===== src/rtl/c64_mem_map_if.sv =====
`default_nettype none
// ---------------------------------------------------------------------------
// c64_mem_map_if: 6502 core address/data bus as seen by the memory map.
// Rev 1.0
// ---------------------------------------------------------------------------
interface c64_mem_map_if;
   logic [15:0] cpu_ab;
   logic        cpu_we;
   logic [7:0]  cpu_do;
   logic [7:0]  cpu_di;

   modport master (output cpu_ab, output cpu_we, output cpu_do, input cpu_di);
   modport slave  (input cpu_ab, input cpu_we, input cpu_do, output cpu_di);
endinterface
`default_nettype wire


===== src/rtl/c64_mem_map.sv =====
`default_nettype none
// ---------------------------------------------------------------------------
// c64_mem_map: C64 address decoder plus 6510 $00/$01 I/O port; read data muxed
// one cycle after the address. Define C64MM_CART_EN to add cartridge ROML/ROMH.
// Rev 1.0
// ---------------------------------------------------------------------------
module c64_mem_map #(
   parameter logic [7:0] DDR_RESET  = 8'h00,
   parameter logic [7:0] DATA_RESET = 8'h00
) (
   input  wire         clk,
   input  wire         reset,
   c64_mem_map_if.slave cpu,
   output logic [15:0] ram_addr,
   output logic        ram_we,
   output logic [7:0]  ram_wdata,
   input  wire  [7:0]  ram_rdata,
   output logic [12:0] basic_addr,
   input  wire  [7:0]  basic_rdata,
   output logic [12:0] kernal_addr,
   input  wire  [7:0]  kernal_rdata,
   output logic [11:0] char_addr,
   input  wire  [7:0]  char_rdata,
   output logic        io_cs,
   output logic        io_we,
   input  wire  [7:0]  io_rdata,
`ifdef C64MM_CART_EN
   input  wire         exrom,
   input  wire         game,
   input  wire  [7:0]  cart_rdata,
   output logic        roml_cs,
   output logic        romh_cs,
`endif
   input  wire  [7:0]  port_in,
   output logic [7:0]  port_out
);

   localparam logic [2:0] c_RAM    = 3'd0;
   localparam logic [2:0] c_PORT   = 3'd1;
   localparam logic [2:0] c_BASIC  = 3'd2;
   localparam logic [2:0] c_KERNAL = 3'd3;
   localparam logic [2:0] c_CHAR   = 3'd4;
   localparam logic [2:0] c_IO     = 3'd5;
   localparam logic [2:0] c_ROML   = 3'd6;
   localparam logic [2:0] c_ROMH   = 3'd7;

   logic [7:0] r_ddr;
   logic [7:0] r_data;
   logic [2:0] r_sel;
   logic [7:0] r_port_rd;

   logic       w_loram;
   logic       w_hiram;
   logic       w_charen;
   logic       w_exrom;
   logic       w_game;
   logic [2:0] w_region;
   logic       w_port_hit;
   logic       w_io_vis;

   assign port_out = (r_data & r_ddr) | (port_in & ~r_ddr);
   assign w_loram  = port_out[0];
   assign w_hiram  = port_out[1];
   assign w_charen = port_out[2];

`ifdef C64MM_CART_EN
   // Ultimax (GAME=0, EXROM=1) collapses to the no-cartridge map.
   assign w_exrom = exrom;
   assign w_game  = game | exrom;
`else
   assign w_exrom = 1'b1;
   assign w_game  = 1'b1;
`endif

   assign w_port_hit = (cpu.cpu_ab[15:1] == 15'd0);

   always_comb begin
      w_region = c_RAM;
      if (w_port_hit) begin
         w_region = c_PORT;
      end else begin
         case (cpu.cpu_ab[15:12])
            4'h8, 4'h9: if (!w_exrom && w_loram && w_hiram) w_region = c_ROML;
            4'hA, 4'hB: begin
               if (!w_exrom && !w_game && w_hiram) w_region = c_ROMH;
               else if (w_loram && w_hiram)        w_region = c_BASIC;
            end
            4'hD: if (w_loram || w_hiram) w_region = w_charen ? c_IO : c_CHAR;
            4'hE, 4'hF: if (w_hiram) w_region = c_KERNAL;
            default: w_region = c_RAM;
         endcase
      end
   end

   assign w_io_vis = (w_region == c_IO);

   assign ram_addr    = cpu.cpu_ab;
   assign ram_wdata   = cpu.cpu_do;
   assign basic_addr  = cpu.cpu_ab[12:0];
   assign kernal_addr = cpu.cpu_ab[12:0];
   assign char_addr   = cpu.cpu_ab[11:0];

   // Strobes are gated by the async reset so an aborted access never writes.
   assign io_cs  = ~reset & w_io_vis;
   assign io_we  = ~reset & w_io_vis & cpu.cpu_we;
   assign ram_we = ~reset & ~w_io_vis & cpu.cpu_we;

`ifdef C64MM_CART_EN
   assign roml_cs = ~reset & ~cpu.cpu_we & (w_region == c_ROML);
   assign romh_cs = ~reset & ~cpu.cpu_we & (w_region == c_ROMH);
`endif

   always_ff @(posedge clk or posedge reset) begin
      if (reset) begin
         r_ddr     <= DDR_RESET;
         r_data    <= DATA_RESET;
         r_sel     <= c_RAM;
         r_port_rd <= 8'h00;
      end else begin
         r_sel     <= w_region;
         // Pre-write register value is what a port read returns.
         r_port_rd <= cpu.cpu_ab[0] ? r_data : r_ddr;
         if (cpu.cpu_we && w_port_hit) begin
            if (cpu.cpu_ab[0]) r_data <= cpu.cpu_do;
            else               r_ddr  <= cpu.cpu_do;
         end
      end
   end

   always_comb begin
      cpu.cpu_di = ram_rdata;
      case (r_sel)
         c_PORT:   cpu.cpu_di = r_port_rd;
         c_BASIC:  cpu.cpu_di = basic_rdata;
         c_KERNAL: cpu.cpu_di = kernal_rdata;
         c_CHAR:   cpu.cpu_di = char_rdata;
         c_IO:     cpu.cpu_di = io_rdata;
`ifdef C64MM_CART_EN
         c_ROML, c_ROMH: cpu.cpu_di = cart_rdata;
`endif
         default:  cpu.cpu_di = ram_rdata;
      endcase
   end

endmodule
`default_nettype wire


===== src/flat_wrapper.sv =====
// flat-port wrapper written by rule: the top's interface ports become plain ports
module c64_mem_map_flat 
#(
   parameter logic [7:0] DDR_RESET  = 8'h00,
   parameter logic [7:0] DATA_RESET = 8'h00
)
  (clk, reset, ram_addr, ram_we, ram_wdata, ram_rdata, basic_addr, basic_rdata, kernal_addr, kernal_rdata, char_addr, char_rdata, io_cs, io_we, io_rdata, port_in, port_out, cpu_cpu_ab, cpu_cpu_we, cpu_cpu_do, cpu_cpu_di);
  c64_mem_map_if cpu_i ();
  input  wire clk;
  input  wire reset;
  output logic [15:0] ram_addr;
  output logic ram_we;
  output logic [7:0] ram_wdata;
  input  wire  [7:0] ram_rdata;
  output logic [12:0] basic_addr;
  input  wire  [7:0] basic_rdata;
  output logic [12:0] kernal_addr;
  input  wire  [7:0] kernal_rdata;
  output logic [11:0] char_addr;
  input  wire  [7:0] char_rdata;
  output logic io_cs;
  output logic io_we;
  input  wire  [7:0] io_rdata;
  input  wire  [7:0] port_in;
  output logic [7:0] port_out;
  input wire logic [$bits(cpu_i.cpu_ab)-1:0] cpu_cpu_ab;
  input wire logic [$bits(cpu_i.cpu_we)-1:0] cpu_cpu_we;
  input wire logic [$bits(cpu_i.cpu_do)-1:0] cpu_cpu_do;
  output wire logic [$bits(cpu_i.cpu_di)-1:0] cpu_cpu_di;
  assign cpu_i.cpu_ab = cpu_cpu_ab;
  assign cpu_i.cpu_we = cpu_cpu_we;
  assign cpu_i.cpu_do = cpu_cpu_do;
  assign cpu_cpu_di = cpu_i.cpu_di;
  c64_mem_map #(.DDR_RESET(DDR_RESET), .DATA_RESET(DATA_RESET)) u_core (.clk(clk), .reset(reset), .cpu(cpu_i), .ram_addr(ram_addr), .ram_we(ram_we), .ram_wdata(ram_wdata), .ram_rdata(ram_rdata), .basic_addr(basic_addr), .basic_rdata(basic_rdata), .kernal_addr(kernal_addr), .kernal_rdata(kernal_rdata), .char_addr(char_addr), .char_rdata(char_rdata), .io_cs(io_cs), .io_we(io_we), .io_rdata(io_rdata), .port_in(port_in), .port_out(port_out));
endmodule

===== config.mk =====
export PLATFORM = sky130hd
export DESIGN_NAME = c64_mem_map_flat
export DESIGN_NICKNAME = d
export VERILOG_FILES = /design/src/rtl/c64_mem_map_if.sv /design/src/rtl/c64_mem_map.sv /design/src/flat_wrapper.sv
export SDC_FILE = /design/constraint.sdc
export NUM_CORES = 1
export LEC_CHECK = 0
export ABC_CLOCK_PERIOD_IN_PS = 1800
export BUFFER_PORTS_ARGS = -buffer_cell sky130_fd_sc_hd__buf_2
export CAP_MARGIN = 20
export CORE_UTILIZATION = 38
export DETAILED_ROUTE_END_ITERATION = 8
export PLACE_DENSITY = 0.81
export SYNTH_ARGS = -nofsm -noshare
export SYNTH_HDL_FRONTEND = slang
export SYNTH_SLANG_ARGS = --single-unit

===== constraint.sdc =====
create_clock -name clk -period 1.8 [get_ports clk]
set_clock_uncertainty 0.15 [all_clocks]
set_input_delay 0.36 -clock clk [delete_from_list [all_inputs] [get_ports clk]]
set_output_delay 0.36 -clock clk [all_outputs]
set_load 0.01 [all_outputs]

# Word-level counts from Yosys, hierarchy flattened
# Index checks and enable logic that the tools add are counted.
# classes
eq_ne	11
mux	8
bitwise	11
reduce_logical	8
# ops
op	count
$pmux W8 S5	1
$eq A4 B4 Y1 const B	5
$and A8 B8 Y8	2
$logic_not A15 Y1	1
$eq A3 B3 Y1 const B	3
$pmux W3 S3	1
$mux W8	1
$not A8 Y8	1
$or A8 B8 Y8	1
$eq A3 B2 Y1 const B	2
$mux W3	2
$and A1 B1 Y1	4
$mux W2	2
$reduce_and A2 Y1	2
$reduce_or A2 Y1	2
$eq A3 B1 Y1 const B	1
$not A1 Y1	3
$logic_and A1 B1 Y1	2
$logic_or A1 B1 Y1	1
$mux W1	1
# word_totals
reg_bits	27
inputBits	75
output_inout_bits	81
word_cells	42

# Logic depth before layout (Yosys ltp)
# logic_depth
word_depth	11
depth_mapped	6

# Worst setup path after synthesis
# OpenSTA, ideal clock, no wires.
# synth_timing
path_type	input-to-reg
startpoint	in cpu_cpu_ab[2]
endpoint	reg u_core.r_ddr[0]
setup_time_ns	0.125
t_arrival_ns	1.884
required_ns	1.525
setup_slack_ns	-0.358
stages	4
n_path_buf	0
path_cell_list	or4_4 nor4_4 nor3b_4 mux2_2
# synth_via
elab_chain_cells	3
# synth_rtl
element	line_no	source
start, declared	flat_wrapper.sv:26	input wire logic [$bits(cpu_i.cpu_ab)-1:0] cpu_cpu_ab;
$logic_not A15 Y1	c64_mem_map.sv:75	assign w_port_hit = (cpu.cpu_ab[15:1] == 15'd0);
$logic_and A1 B1 Y1	c64_mem_map.sv:123	if (cpu.cpu_we && w_port_hit) begin
$reduce_and A2 Y1 (no line)	-	
end signal, assigned	c64_mem_map.sv:125	else r_ddr <= cpu.cpu_do;
end, declared	c64_mem_map.sv:47	logic [7:0] r_ddr;
# Every way passes these cells.
# A chain may end at the register's enable or synchronous reset.

# Worst setup path in the final report
# layout_timing
startpoint	reg u_core.r_sel[0]
endpoint	out cpu_cpu_di[7]
# layout_via
elab_chain_cells	2
word_cells_on_any_way	6
classes_between	5 x eq/ne; 1 x mux
# layout_rtl
element	line_no	source
start, declared	c64_mem_map.sv:49	logic [2:0] r_sel;
start signal, assigned	c64_mem_map.sv:117	r_sel <= c_RAM;
start signal, assigned	c64_mem_map.sv:120	r_sel <= w_region;
$eq A3 B3 Y1 (tied with other cells)	c64_mem_map.sv:132	case (r_sel)
$pmux W8 S5 *	c64_mem_map.sv:132	
end, declared	flat_wrapper.sv:29	output wire logic [$bits(cpu_i.cpu_di)-1:0] cpu_cpu_di;
# Mark *: on every way between the ends. The rest lies on a longest branch, timed or not.

==> summary.txt <==
Outcome
  – Outcome: finished with violations
  – Failing checks: setup timing

Placed design
  – Post-DP HPWL: 4855 µm
  – GP Congestion: 0.8077
  – I/O Buffers: 155

Synth
  – Post-synthesis sequential area ratio: 30.30%
  – FFs w/ async S/R, synth: 100.0%
  – Share of the synthesized area in the top cell type: 30.30%
  – Synth Area in Compound Gates: 11.90%
  – Register bit total from synthesis: 27
  – Synth area leaders: dfrtp_1 30%, buf_4 21%, mux2_2 18%
  – Post-synth cell types: 38
  – Avg Cell Area, Syn: 9.611 µm²
  – Multiplexer share of the synthesized area: 20.93%
  – Net Count, Synth: 307
  – Post-Synth Adder-Cell Area: 0%
  – Synth area leader: dfrtp_1
  – Mapped Cells: 232
  – Yosys warnings: 0
  – Synth Area in Simple Gates: 13.41%
  – Dominant synthesized flop cell: dfrtp_1
  – Synth Area in XOR/XNOR: 0%
  – Largest family of logic cells by synthesized area: buffers and inverters
  – Mapped Area: 2230 µm²
  – Post-synth EDFFs: 0

Clock network
  – TritonCTS Buffers: 3
  – Clock tree buffer depth: 2
  – CTS tree: done
  – Clock Latency Late Sink: 270 ps
  – Clock-pin slew on the worst setup and hold paths: 90 ps
  – Clock Sinks: 27
  – Clock tree root driver cell: clkbuf_8
  – H-tree levels: 1
  – Hold buffers post-CTS: 0

Worst setup path
  – CP peak stage delay: 470 ps
  – Critical path cell sequence: buf_6, a21o_1, a222oi_1, a21oi_1, o221a_2, buf_6
  – Worst setup SP type: register
  – Crit path capture type: output port
  – Max Fanout on Critical Path: 6
  – Req. time, crit path: 1290 ps
  – Worst path most repeated cell: buf_6
  – CP arrival: 1760 ps
  – CP Class: register to output port
  – Crit-path slowest cell: dfrtp_2

Timing
  – WHS: 21.10 ps
  – RSZ-0062 raised after global routing: true
  – Fin. max-slew vios: 0
  – Final hold violation count: 0
  – Sum Neg Setup Slack: -5092 ps
  – Final setup fails: 27
  – Worst-Margin Slew: 375.9 ps
  – Max Clk Rate: 440.8 MHz
  – Final period util: 126.0%
  – Tmin final: 2268 ps
  – Final worst slack: -468.4 ps
  – Slew headroom: 74.94%

Routing
  – # DRC: 0
  – Initial DRC Count: 51
  – ANT nets after route: 0
  – Total vias in the final route: 2,149
  – Detail-routed via count per cell: 4.918
  – 1st-pass router iterations: 4
  – Final wirelength: 6225 µm
  – DR WL/cell: 14.24 µm

Min path
  – Worst hold path class: input pin to async pin

Cells and area
  – Layout area overhead: 45.62%
  – Antenna Diode Count: 0
  – Util after Layout: 58.25%
  – Nets: 441
  – Layout cell share with drive strength beyond 1: 73.42%

Floorplan
  – Initial core utilization: 40.00%
  – I/O pin total: 156
  – Chip Height: 78.60 µm
  – Die area: 6178 µm²
  – Row count: 27
  – Die W: 78.60 µm
  – CORE AREA: 5574 µm²

GRT
  – Busiest metal layer after global routing: met2
  – First-pass GRT wire length: 9418 µm
  – Grt ovf: 0
  – M3 GR Usage: 1.744%
  – Tot GR Track Use: 19.15%
  – Largest net degree at the start of global routing: 28
  – Vias in the first global route: 1,995
  – Grt met1 use: 21.32%
  – Initial antenna violation count: 0
  – GRT met2 Usage: 38.78%

Pwr
  – Max IR drop VDD: 0.0003203 V
  – Power Density: 446.2 nW/µm²
  – Pleak: 1.728 nW

Job
  – Max Cap Viol: 0
[power breakdown]
part	total (mW)	switching [mW]	internal, mW
sequential	0.613	0.00475	0.609
clock	0.340	0.182	0.158
combinational	0.495	0.236	0.259
total	1.45	0.423	1.03
[critical path, delay by kind of cell, from the launching register on]
family                 cells  cell delay (ps)
AO/OA/AOI/OAI              4              760
buffers and inverters      2              260
flip-flops                 1              470
[cells in the final DEF, fill, tap and decap left out, types with 2 or more instances in the layout]
| cell type | synthesis | routed |
|---|---|---|
| a211oi_2 | 0 | 2 |
| a21o_1 | 2 | 2 |
| a21oi_1 | 9 | 7 |
| a21oi_2 | 0 | 2 |
| a221oi_2 | 0 | 2 |
| a222oi_1 | 2 | 2 |
| a22oi_1 | 3 | 2 |
| and3_1 | 2 | 2 |
| buf_12 | 0 | 3 |
| buf_2 | 1 | 149 |
| buf_4 | 62 | 34 |
| buf_6 | 0 | 12 |
| clkbuf_8 | 0 | 3 |
| dfrtp_1 | 27 | 24 |
| dfrtp_2 | 0 | 3 |
| inv_1 | 6 | 5 |
| mux2_2 | 35 | 23 |
| mux2_4 | 0 | 12 |
| mux2i_1 | 5 | 4 |
| nand2_1 | 13 | 11 |
| nand2_2 | 0 | 2 |
| nand2b_1 | 4 | 3 |
| nor2_1 | 9 | 8 |
| nor2b_1 | 6 | 3 |
| nor2b_2 | 0 | 2 |
| nor3b_1 | 3 | 3 |
| nor4_1 | 2 | 2 |
| o21a_1 | 2 | 2 |
| o21ai_0 | 4 | 2 |
| o221a_2 | 2 | 2 |
| o22ai_1 | 5 | 5 |
| o31ai_1 | 2 | 2 |
| or3_1 | 3 | 3 |
[final timing paths]
check                            startpoint               end  slack (ps)  cells past startpoint
setup / recovery            u_core.r_sel[0]     cpu_cpu_di[7]        -470                      6
hold / removal                        reset   u_core.r_ddr[1]          20                      3
setup reg to reg            u_core.r_ddr[1]   u_core.r_sel[0]         200                      6
hold reg to reg            u_core.r_data[7]  u_core.r_data[7]         390                      1
max in group asynchronous             reset   u_core.r_sel[2]        1210                      3
min in group clk              cpu_cpu_do[3]   u_core.r_ddr[3]         200                      2
[cells in the mapped netlist, types with 2 or more instances]
library cell  instances
a21o_1                2
o21a_1                2
dfrtp_1              27
mux2i_1               5
o21ai_0               4
nand2b_1              4
nand2_1              13
nor3b_1               3
o31ai_1               2
o221a_2               2
a221oi_1              2
a22oi_1               3
buf_4                62
inv_1                 6
a222oi_1              2
nor4_1                2
o22ai_1               5
clkbuf_1              6
nor2_1                9
and3_1                2
or3_1                 3
a211oi_1              2
mux2_2               35
buf_1                 2
nor2b_1               6
a21oi_1               9
[registers in the layout, indices dropped and copies added (netlist names)]
register and flops:
u_core.r_data 8, u_core.r_ddr 8, u_core.r_port_rd 8, u_core.r_sel 3
[logic make-up after synthesis]
logic type	after synthesis
compound gates	38
buf+inv	77
flops	27
mux	41
simple gates	49
[area by class of cell]
type	instances	area, µm²
flip-flops and latches	27	679.4
repair buffers	200	1239
clock buffers	4	45.04
inverters	6	22.52
fillers	481	2327
well taps	72	90.09
multi-input cells	128	1171
[routing by layer]
metal  share of wire, %  vias up
met4                1.0        0
met2                 56      116
li1                   -     1027
met1                 36      996
met5                  0        -
met3                7.0       10
[timing repair]
item                                    CTS  global route
setup buffers                             6             2
endpoints found under the setup margin   27            29
gates resized for setup                  38            17
cloned                                    1             0
hold endpoints to repair                  0             0
pin swaps                                15             4
[through the flow]
step	worst slack (ps)	cell area, µm²	power [mW]	instances
4_1_cts	-475.9	3192	1.445	437
5_1_grt	-581.2	3247	1.522	437
2_1_floorplan	-358.4	2276	0.9103	232
3_5_place_dp	-567.7	2920	1.071	427
6_report	-468.4	3247	1.449	437
3_3_place_gp	-512.3	2920	1.063	427
(Power assumes the default switching activity.)
